<file path="src/rtl/seven_seg_pkg.sv">
// Shared segment encodings for the seven-segment scan driver.
// Patterns are active-high {g,f,e,d,c,b,a}; polarity is applied only at the pins.
package seven_seg_pkg;

   typedef logic [6:0] seg_t;

   localparam seg_t SEG_0     = 7'h3F;
   localparam seg_t SEG_1     = 7'h06;
   localparam seg_t SEG_2     = 7'h5B;
   localparam seg_t SEG_3     = 7'h4F;
   localparam seg_t SEG_4     = 7'h66;
   localparam seg_t SEG_5     = 7'h6D;
   localparam seg_t SEG_6     = 7'h7D;
   localparam seg_t SEG_7     = 7'h07;
   localparam seg_t SEG_8     = 7'h7F;
   localparam seg_t SEG_9     = 7'h6F;
   localparam seg_t SEG_A     = 7'h77;
   localparam seg_t SEG_B     = 7'h7C;
   localparam seg_t SEG_C     = 7'h39;
   localparam seg_t SEG_D     = 7'h5E;
   localparam seg_t SEG_E     = 7'h79;
   localparam seg_t SEG_F     = 7'h71;
   localparam seg_t SEG_BLANK = 7'h00;

endpackage

</file>
<file path="src/rtl/seven_seg_scan_hex_to_seg.sv">
// Combinational hex nibble to active-high segment pattern.
// Values above 9 decode to letters A,b,C,d,E,F.
module hex_to_seg
   import seven_seg_pkg::*;
(
   input  logic [3:0] nib_i,
   output seg_t       seg_o
);

   always_comb begin
      seg_o = SEG_BLANK;
      case (nib_i)
         4'h0: seg_o = SEG_0;
         4'h1: seg_o = SEG_1;
         4'h2: seg_o = SEG_2;
         4'h3: seg_o = SEG_3;
         4'h4: seg_o = SEG_4;
         4'h5: seg_o = SEG_5;
         4'h6: seg_o = SEG_6;
         4'h7: seg_o = SEG_7;
         4'h8: seg_o = SEG_8;
         4'h9: seg_o = SEG_9;
         4'hA: seg_o = SEG_A;
         4'hB: seg_o = SEG_B;
         4'hC: seg_o = SEG_C;
         4'hD: seg_o = SEG_D;
         4'hE: seg_o = SEG_E;
         4'hF: seg_o = SEG_F;
      endcase
   end

endmodule

</file>
<file path="src/rtl/seven_seg_scan.sv">
// Time-multiplexed seven-segment driver with tear-free frame updates,
// leading-zero blanking and a per-slot anode dead cycle.
module seven_seg_scan
   import seven_seg_pkg::*;
#(
   parameter int NUM_DIGITS = 4,
   parameter int SCAN_DIV   = 50000,
   parameter int ACTIVE_LOW = 1
) (
   input  logic                    clk,
   input  logic                    reset,
   input  logic                    enable,
   input  logic                    load,
   input  logic [4*NUM_DIGITS-1:0] value_in,
   input  logic [NUM_DIGITS-1:0]   dp_in,
   input  logic                    lz_en,
   output logic [6:0]              seg,
   output logic                    dp,
   output logic [NUM_DIGITS-1:0]   an,
   output logic                    frame_done
);

   localparam int CNT_W = (SCAN_DIV > 1) ? $clog2(SCAN_DIV) : 1;
   localparam int IDX_W = (NUM_DIGITS > 1) ? $clog2(NUM_DIGITS) : 1;
   localparam logic [CNT_W-1:0] CNT_LAST = CNT_W'(SCAN_DIV - 1);
   localparam logic [IDX_W-1:0] IDX_LAST = IDX_W'(NUM_DIGITS - 1);
   localparam logic POL = (ACTIVE_LOW != 0);

   logic [CNT_W-1:0]        cnt_q, cnt_d;
   logic [IDX_W-1:0]        idx_q, idx_d;
   logic [4*NUM_DIGITS-1:0] shadow_q, shadow_d;
   logic [NUM_DIGITS-1:0]   sdp_q, sdp_d;
   logic [4*NUM_DIGITS-1:0] disp_q, disp_d;
   logic [NUM_DIGITS-1:0]   ddp_q, ddp_d;
   logic [6:0]              seg_q, seg_d;
   logic                    dp_q, dp_d;
   logic [NUM_DIGITS-1:0]   an_q, an_d;

   logic                    tick;
   logic                    last;
   logic [3:0]              nib;
   seg_t                    dec_seg;
   logic [NUM_DIGITS-1:0]   zero_from;
   logic                    zacc;
   logic                    blank;
   logic [NUM_DIGITS-1:0]   onehot;

   assign tick       = enable && (cnt_q == CNT_LAST);
   assign last       = (idx_q == IDX_LAST);
   assign frame_done = tick && last;

   always_comb begin
      cnt_d    = cnt_q;
      idx_d    = idx_q;
      shadow_d = shadow_q;
      sdp_d    = sdp_q;
      disp_d   = disp_q;
      ddp_d    = ddp_q;
      if (load) begin
         shadow_d = value_in;
         sdp_d    = dp_in;
      end
      if (tick) begin
         cnt_d = '0;
         if (last) begin
            idx_d  = '0;
            // A load on the boundary cycle bypasses the shadow so it is not lost.
            disp_d = load ? value_in : shadow_q;
            ddp_d  = load ? dp_in    : sdp_q;
         end else begin
            idx_d = idx_q + 1'b1;
         end
      end else if (enable) begin
         cnt_d = cnt_q + 1'b1;
      end
   end

   // Output register is fed from next-state so pins track the index one cycle after the tick.
   assign nib = disp_d[4*int'(idx_d) +: 4];

   hex_to_seg u_dec (
      .nib_i (nib),
      .seg_o (dec_seg)
   );

   always_comb begin
      zacc      = 1'b1;
      zero_from = '0;
      for (int i = NUM_DIGITS - 1; i >= 0; i--) begin
         zacc         = zacc & (disp_d[4*i +: 4] == 4'h0);
         zero_from[i] = zacc;
      end
   end

   assign blank  = lz_en && (idx_d != '0) && zero_from[idx_d] && !ddp_d[idx_d];
   assign onehot = NUM_DIGITS'(1) << idx_d;

   always_comb begin
      seg_d = (blank ? SEG_BLANK : dec_seg) ^ {7{POL}};
      dp_d  = (ddp_d[idx_d] & ~blank) ^ POL;
      an_d  = ((enable && (cnt_d != '0)) ? onehot : '0) ^ {NUM_DIGITS{POL}};
   end

   always_ff @(posedge clk or posedge reset) begin
      if (reset) begin
         cnt_q    <= '0;
         idx_q    <= '0;
         shadow_q <= '0;
         sdp_q    <= '0;
         disp_q   <= '0;
         ddp_q    <= '0;
         seg_q    <= {7{POL}};
         dp_q     <= POL;
         an_q     <= {NUM_DIGITS{POL}};
      end else begin
         cnt_q    <= cnt_d;
         idx_q    <= idx_d;
         shadow_q <= shadow_d;
         sdp_q    <= sdp_d;
         disp_q   <= disp_d;
         ddp_q    <= ddp_d;
         seg_q    <= seg_d;
         dp_q     <= dp_d;
         an_q     <= an_d;
      end
   end

   assign seg = seg_q;
   assign dp  = dp_q;
   assign an  = an_q;

endmodule

</file>
<file path="config.mk">
export PLATFORM = sky130hd
export DESIGN_NAME = seven_seg_scan
export DESIGN_NICKNAME = d
export VERILOG_FILES = /design/src/rtl/seven_seg_pkg.sv /design/src/rtl/seven_seg_scan_hex_to_seg.sv /design/src/rtl/seven_seg_scan.sv
export SDC_FILE = /design/constraint.sdc
export NUM_CORES = 1
export LEC_CHECK = 0
export CORE_AREA = 3 3 97 99
export CTS_CLUSTER_SIZE = 24
export DETAILED_ROUTE_END_ITERATION = 7
export DIE_AREA = 0 0 100 102
export GPL_TIMING_DRIVEN = 0
export PLACE_DENSITY_LB_ADDON = 0.12
export SETUP_SLACK_MARGIN = 0.15
export SKIP_CTS_REPAIR_TIMING = 1
export SLEW_MARGIN = 40
export SYNTH_ARGS = -nofsm -noshare
export SYNTH_HDL_FRONTEND = slang
export SYNTH_SLANG_ARGS = --single-unit
</file>
<file path="constraint.sdc">
create_clock -name clk -period 4.76 [get_ports clk]
set_input_delay 0.476 -clock clk [delete_from_list [all_inputs] [get_ports clk]]
set_output_delay 0.476 -clock clk [all_outputs]
set_load 0.005 [all_outputs]
</file>
==> results of run 1 <==
==> layout make-up <==
type | count | area [sq um]
fillers | 809 | 4484
flip-flops and latches | 70 | 1767
multi-input cells | 203 | 1567
repair buffers | 38 | 390.4
clock buffers | 11 | 141.4
well taps | 108 | 135.1
inverters | 18 | 77.57
plain buffers | 9 | 40.04
clock inverters | 5 | 33.78
==> cell families (layout without fill, tap and decap cells) <==
| logic type | after synthesis | count (layout) | share of synthesized area (%) |
|---|---|---|---|
| buffers and inverters | 27 | 81 | 3.268 |
| AND/OR/NAND/NOR | 90 | 90 | 13.73 |
| multiplexers | 51 | 51 | 16.85 |
| AO/OA/AOI/OAI | 38 | 38 | 7.915 |
| adder cells (fa/ha/maj) | 8 | 8 | 2.905 |
| XOR/XNOR | 16 | 16 | 4.067 |
| flip-flops | 70 | 70 | 51.27 |
==> stage by stage <==
step | setup WS (ps) | utilization, % | total power (uW) | hold slack (ps)
floorplan | 1265 | - | 783.0 | 446.6
global placement | 452.8 | 45.75 | 834.3 | 468.0
detailed placement | 411.5 | 46.04 | 839.3 | 474.0
CTS | 665.9 | 48.07 | 1284 | 473.1
global route | 367.1 | 48.07 | 1339 | 502.0
finish | 697.2 | 48.07 | 1270 | 475.1
==> per-layer routing <==
| metal | part of all wire, % | GRT usage (%) |
|---|---|---|
| met5 | 0 | 0 |
| met4 | 1.0 | 5.285 |
| met3 | 4.0 | 3.686 |
| met2 | 46 | 23.50 |
| met1 | 49 | 22.03 |
==> flip-flops by register name, indices dropped and copies added, names as in the netlist <==
name and count:
an 4, idx_q 2, ddp_q 4, cnt_q 16, disp_q 16, shadow_q 16, dp 1, seg 7
sdp_q 4
==> cell usage in the layout (no fill, tap or decap), types with 12 or more instances in the layout <==
master,n
clkdlybuf4s50_1,37
dfstp_2,12
mux2_2,31
mux2i_1,15
nand3_1,12
nor2_1,25
inv_1,15
nand2_1,20
dfrtp_1,58
==> critical path, stage by stage, from the launching register on <==
cell and delay (ps):
dfrtp_1 430, or4b_4 580, nor4_4 580, mux2i_1 610
clkinv_4 220, nor2_1 300, a22o_1 210, or2_1 210
inv_1 130, ha_1 230, mux2_1 290, nand2_1 70
o2111ai_1 110
==> cell usage after synthesis, drive strengths merged, types with 2 or more instances <==
| cell | count | area (sq um) |
|---|---|---|
| mux2i | 16 | 163.9 |
| nand2 | 21 | 81.33 |
| xor2 | 8 | 70.07 |
| or3 | 3 | 18.77 |
| dfstp | 12 | 315.3 |
| mux2 | 33 | 371.6 |
| buf | 4 | 21.27 |
| nor3 | 6 | 30.03 |
| nor2 | 26 | 100.1 |
| o221ai | 4 | 35.03 |
| or4bb | 2 | 26.27 |
| mux4 | 2 | 45.04 |
| or2 | 2 | 12.51 |
| dfrtp | 58 | 1451 |
| o22ai | 2 | 12.51 |
| a22oi | 2 | 15.01 |
| clkbuf | 5 | 18.77 |
| inv | 17 | 63.81 |
| and2 | 2 | 12.51 |
| or4 | 5 | 37.54 |
| nand3 | 12 | 60.06 |
| a21oi | 7 | 35.03 |
| xnor2 | 8 | 70.07 |
| o311ai | 2 | 32.53 |
| o211ai | 3 | 22.52 |
| o21ai | 11 | 55.05 |
| ha | 8 | 100.1 |
| nor4 | 5 | 46.29 |
| nand4 | 3 | 18.77 |
| a22o | 2 | 17.52 |
==> report_power, final <==
group / switching (uW) / internal, uW
Clock: 237 / 204
Combinational: 75.8 / 72.5
Sequential: 40.7 / 641
Total: 353 / 917
==> final timing paths <==
kind,from,to,slack [ps],cells after the start
setup / recovery,cnt_q[4],seg[3],700,12
hold / removal,reset,shadow_q[1],480,2
setup reg to reg,cnt_q[4],seg[3],700,12
hold reg to reg,disp_q[2],disp_q[2],490,2
max in group asynchronous,reset,seg[6],3720,3
min in group clk,disp_q[2],disp_q[2],490,2
==> results by group, run 1 <==
Layout
  • Final instance area: 4151 sq um
  • Final net count: ~380
  • Fin cells: around 460
  • Layout area overhead: 20.48%
  • # diodes: 0
  • Share of layout cells above drive strength 1: ~21%

Global route
  • Grt ovf: 0
  • First-pass GRT wire length: approximately 12 mm
  • Number of antenna violations at the first check in global routing: 0
  • Number of global-route vias before repair: 2390
  • Global Route Usage Sum: 15.53%
  • Largest net degree at the start of global routing: 38

STA
  • RSZ-0062 raised after global routing: no
  • Peak Freq: 0.2461 GHz
  • Period utilization: 85.35%
  • Final hold viol count: 0
  • Final setup viols: 0
  • Final Skew: 15.07 ps
  • Setup TNS: 0 ps
  • Rel. slew slack: 58.84%
  • Slew of the pin with the lowest slew margin: 600.2 ps
  • Fin. max-slew vios: 0
  • Minimum clock period: 4063 ps

Yosys
  • Synthesized net count: 333
  • Post-synth EDFFs: 0
  • Synthesized area: 3446 sq um
  • Synth warn: 0
  • Sequential fraction of the synthesis area: 51.27%
  • Avg Synthesized Cell Area: about 11 sq um
  • Synth Flop Type: dfrtp_1
  • Unique masters post-synth: 49
  • Syn Inst Count: 300
  • Post-synth ARST share: 100.0%
  • Synth Register Bits: 70

Setup path
  • Crit path max fanout: 9
  • CP Class: reg2reg
  • Critical Path RT: 5010 ps
  • Arrival time worst endpoint: 4310 ps
  • Setup crit start kind: flop
  • Critical Path End Type: flop

Route
  • DR iter-0 viols: 66
  • WL per Instance: 15.94 microns
  • Via count: 2404
  • DRC: 0
  • DRT antenna net count: 0
  • Initial DRT Pass Iterations: 5
  • Final WL: 7.365 mm
  • Vias per Instance: 5.203

Floorplan
  • Row cnt: 34
  • Die width: 100 microns
  • Die Area: 10200 sq um
  • I/O pin count: 38
  • Core ar.: 8636 sq um
  • Die Y-Extent: a little over 100 microns
  • Initial Util: 39.90%

Clock tree
  • Longest Clk Path Bufs: 2
  • H-tree levels: 3
  • Number of buffers created by CTS: 9
  • Clock edge transition at the registers on the reported setup and hold paths: around 80 ps
  • Root buffer cell: clkbuf_8
  • Clk_lat worst skew: approximately 350 ps
  • CTS tree: done
  • Sink Count: 70

Place
  • Gpl congestion: around 0.78
  • # port buffers: 37
  • HPWL Detailed: between 5 and 6 mm
  • Dpl cell area: 3976 sq um
  • Cells after DPL: 446

Outcome
  • Result of the run: finished, final reports clean

Min path
  • Worst Hold Class: in2async

Power and ir drop
  • Pleak: 0.001790 uW
  • Max VDD drop: 0.1404 mV
  • PwrDens: 306.0 nW/um^2

Job
  • Max Cap Violations: 0
Power figures use the tool's default switching activity.
==> run 2: changes to the inputs <==
--- a/config.mk
+++ b/config.mk
@@ -10,6 +10,7 @@
 export DETAILED_ROUTE_END_ITERATION = 7
 export DIE_AREA = 0 0 100 102
 export GPL_TIMING_DRIVEN = 0
+export HOLD_SLACK_MARGIN = 0.15
 export PLACE_DENSITY_LB_ADDON = 0.12
 export SETUP_SLACK_MARGIN = 0.15
 export SKIP_CTS_REPAIR_TIMING = 1
==> results of run 2 <==
Final layout, timing and power as in run 1 (identical DEF).
==> run 3: changes to the inputs <==
--- a/config.mk
+++ b/config.mk
@@ -5,6 +5,8 @@
 export SDC_FILE = /design/constraint.sdc
 export NUM_CORES = 1
 export LEC_CHECK = 0
+export CELL_PAD_IN_SITES_DETAIL_PLACEMENT = 0
+export CELL_PAD_IN_SITES_GLOBAL_PLACEMENT = 1
 export CORE_AREA = 3 3 97 99
 export CTS_CLUSTER_SIZE = 24
 export DETAILED_ROUTE_END_ITERATION = 7
==> constraint.sdc (replaced) <==
create_clock -name clk -period 5.2 [get_ports clk]
set_input_delay 0.52 -clock clk [delete_from_list [all_inputs] [get_ports clk]]
set_output_delay 0.52 -clock clk [all_outputs]
set_load 0.005 [all_outputs]
==> run 3 against run 2 <==
  * Via count is 1.3% lower
  * Clock skew is 4.0 ps lower
  * Sequential power fell by 8.7%
  * Clock power is 16% higher
  * Power shrank 0.29%
  * Worst setup slack improved by 430 ps
  * Combinational power decreased by 9%
  * Hold slack better by 14 ps
  * Non-clock buffer count is the same
  * Largest cell class unchanged
  * Core utilization increased by 0.67 points
  * Count of clock-buffer cells in the layout is the same
==> results by group, run 3 (synthesized netlist as in run 1, its figures left out) <==
Route
  • Via count: 2372 (-1.3%)
  • DRT antenna net count: 0 (unchanged)
  • Vias per Instance: 5.134 (-1.3%)
  • DR iter-0 viols: 98 (+48%)
  • DRC: 0 (unchanged)
  • WL per Instance: 15.80 microns (-0.90%)
  • Final WL: 7.299 mm (-0.90%)
  • Initial DRT Pass Iterations: 5 (unchanged)

Floorplan
  • Die Area: 10200 sq um (unchanged)
  • Initial Util: 39.90% (unchanged)
  • Die Y-Extent: 102 microns (unchanged)
  • I/O pin count: 38 (unchanged)
  • Die width: 100 microns (unchanged)
  • Row cnt: 34 (unchanged)
  • Core ar.: 8636 sq um (unchanged)

Global route
  • Number of antenna violations at the first check in global routing: 0 (unchanged)
  • First-pass GRT wire length: 12.28 mm (-0.11%)
  • Global Route Usage Sum: 15.58% (+0.050 points)
  • Largest net degree at the start of global routing: 39 (+2.6%)
  • Number of global-route vias before repair: 2389 (-0.042%)
  • Grt ovf: 0 (unchanged)

Setup path
  • Crit path max fanout: 9 (unchanged)
  • CP Launch Point: cnt_q[4]
  • Setup crit start kind: flop
  • Critical Path End Type: flop
  • Arrival time worst endpoint: 4310 ps (about the same)
  • CP Class: reg2reg
  • Crit path capture: seg[3]
  • Setup slack, reg-to-reg: 1130 ps (+430 ps)
  • Crit path cell chain: or4b_4 -> nor4_4 -> mux2i_1 -> clkinv_4 -> nor2_1 -> a22o_1 -> or2_1 -> inv_1 -> ha_1 -> mux2_1 -> nand2_1 -> o2111ai_1
  • Critical Path RT: 5440 ps (+430 ps)
  • Reg2reg start: cnt_q[4]
  • End of the worst register-to-register path: seg[3]
  • Reg2Reg Depth: 12 (unchanged)
  • Critical-path top delay cell: mux2i_1
  • Max incr delay on CP: 610 ps (about the same)

STA
  • Rel. slew slack: 57.94% (-0.90 points)
  • Minimum clock period: 4071 ps (+8.032 ps)
  • Slew of the pin with the lowest slew margin: 613.3 ps (+13.08 ps)
  • Period utilization: 78.29% (-7.1 points)
  • Setup TNS: 0 ps (unchanged)
  • RSZ-0062 raised after global routing: no
  • Peak Freq: 0.2456 GHz (-0.20%)
  • Final hold viol count: 0 (unchanged)
  • Post-layout worst setup margin: 1129 ps (+432.0 ps)
  • Final Skew: 11.09 ps (-3.975 ps)
  • Fin. max-slew vios: 0 (unchanged)
  • Final setup viols: 0 (unchanged)

Clock tree
  • CTS tree: done
  • H-tree levels: 3 (unchanged)
  • Number of buffers created by CTS: 9 (unchanged)
  • Sink Count: 70 (unchanged)
  • Longest Clk Path Bufs: 2 (unchanged)
  • Clk_lat worst skew: 350 ps (about the same)
  • Root buffer cell: clkbuf_8
  • Clock edge transition at the registers on the reported setup and hold paths: 70 ps (about the same)

Layout
  • Final net count: 382 (unchanged)
  • Biggest regs: cnt_q: 16 flops, disp_q: 16 flops, shadow_q: 16 flops
  • Share of layout cells above drive strength 1: 21.75% (+0.28 points)
  • Commonest non-fill, non-tap cells in the layout: 58 x dfrtp_1, 37 x clkdlybuf4s50_1, 31 x mux2_2
  • Commonest non-fill, non-tap cell in the layout: dfrtp_1
  • # diodes: 0 (unchanged)
  • Layout area overhead: 22.15%

Min path
  • Worst Hold Class: reg2reg
  • Hold Crit Depth: 2

Power and ir drop
  • PwrDens: 300.9 nW/um^2 (-1.7%)
  • Pleak: 0.001820 uW (+1.7%)
  • Max VDD drop: 0.1528 mV (+8.9%)

Place
  • Gpl congestion: 0.7635 (-1.7%)
  • Pre-CTS setup slack: 810.3 ps (+398.9 ps)
  • # port buffers: 37 (unchanged)
  • HPWL Detailed: 5.374 mm (+0.13%)

Outcome
  • Result of the run: finished, final reports clean

Job
  • Max Cap Violations: 0 (unchanged)
==> run 3: cell types whose count changed in the layout (fill, tap and decap cells not counted), sizes merged <==
cell / previous run / this run
bufinv: 0 / 2
clkinvlp: 2 / 1
inv: 18 / 17
==> run 3: worst min-delay path by stage <==
stage                     startpoint        end  slack, ps
after global routing        sdp_q[3]   sdp_q[3]        520
after floorplan             ddp_q[1]   ddp_q[1]        450
after CTS                  disp_q[2]  disp_q[2]        490
final                      disp_q[2]  disp_q[2]        490
after global placement      ddp_q[1]   ddp_q[1]        460
after detailed placement   disp_q[2]  disp_q[2]        480
==> run 3: cell type report <==
class                   count  area, sq um
plain buffers               9        40.04
clock buffers              11        151.4
clock inverters             5        81.33
fillers                   795         4427
inverters                  18        77.57
multi-input cells         203         1567
flip-flops and latches     70         1767
well taps                 108        135.1
repair buffers             38        390.4
==> run 3: metal layers <==
| layer | part of all wire (%) | GRT usage [%] | up-vias |
|---|---|---|---|
| met3 | 4.6 | 3.891 | 9 |
| met4 | 1.3 | 5.907 | 0 |
| met5 | 0 | 0 | - |
| li1 | - | - | 1168 |
| met2 | 45 | 23.29 | 43 |
| met1 | 49 | 21.98 | 1152 |
==> run 3: report_power, final <==
part           total [uW]  switching [uW]  internal, uW
clock                 510             213           296
combinational         135            69.1          65.9
sequential            622            35.6           586
==> run 3: worst max-delay path: cells and delay by family, from the launching register on <==
family	cells	cell delay, ps
AO/OA/AOI/OAI	2	360
buffers and inverters	2	330
flip-flops	1	430
multiplexers	2	900
adder cells (fa/ha/maj)	1	230
AND/OR/NAND/NOR	5	1710
==> run 3: stage by stage <==
| stage | instance area [sq um] | power [uW] | hold slack, ps | cells | utilization (%) |
|---|---|---|---|---|---|
| finish | 4209 | 1267 | 489.2 | 462 | 48.74 |
| detailed placement | 3976 | 770.2 | 475.5 | 446 | 46.04 |
| global route | 4209 | 1335 | 518.1 | 462 | 48.74 |
| floorplan | 3446 | 716.8 | 446.6 | 300 | - |
| global placement | 3951 | 763.9 | 464.1 | 445 | 45.75 |
| CTS | 4209 | 1288 | 493.3 | 462 | 48.74 |
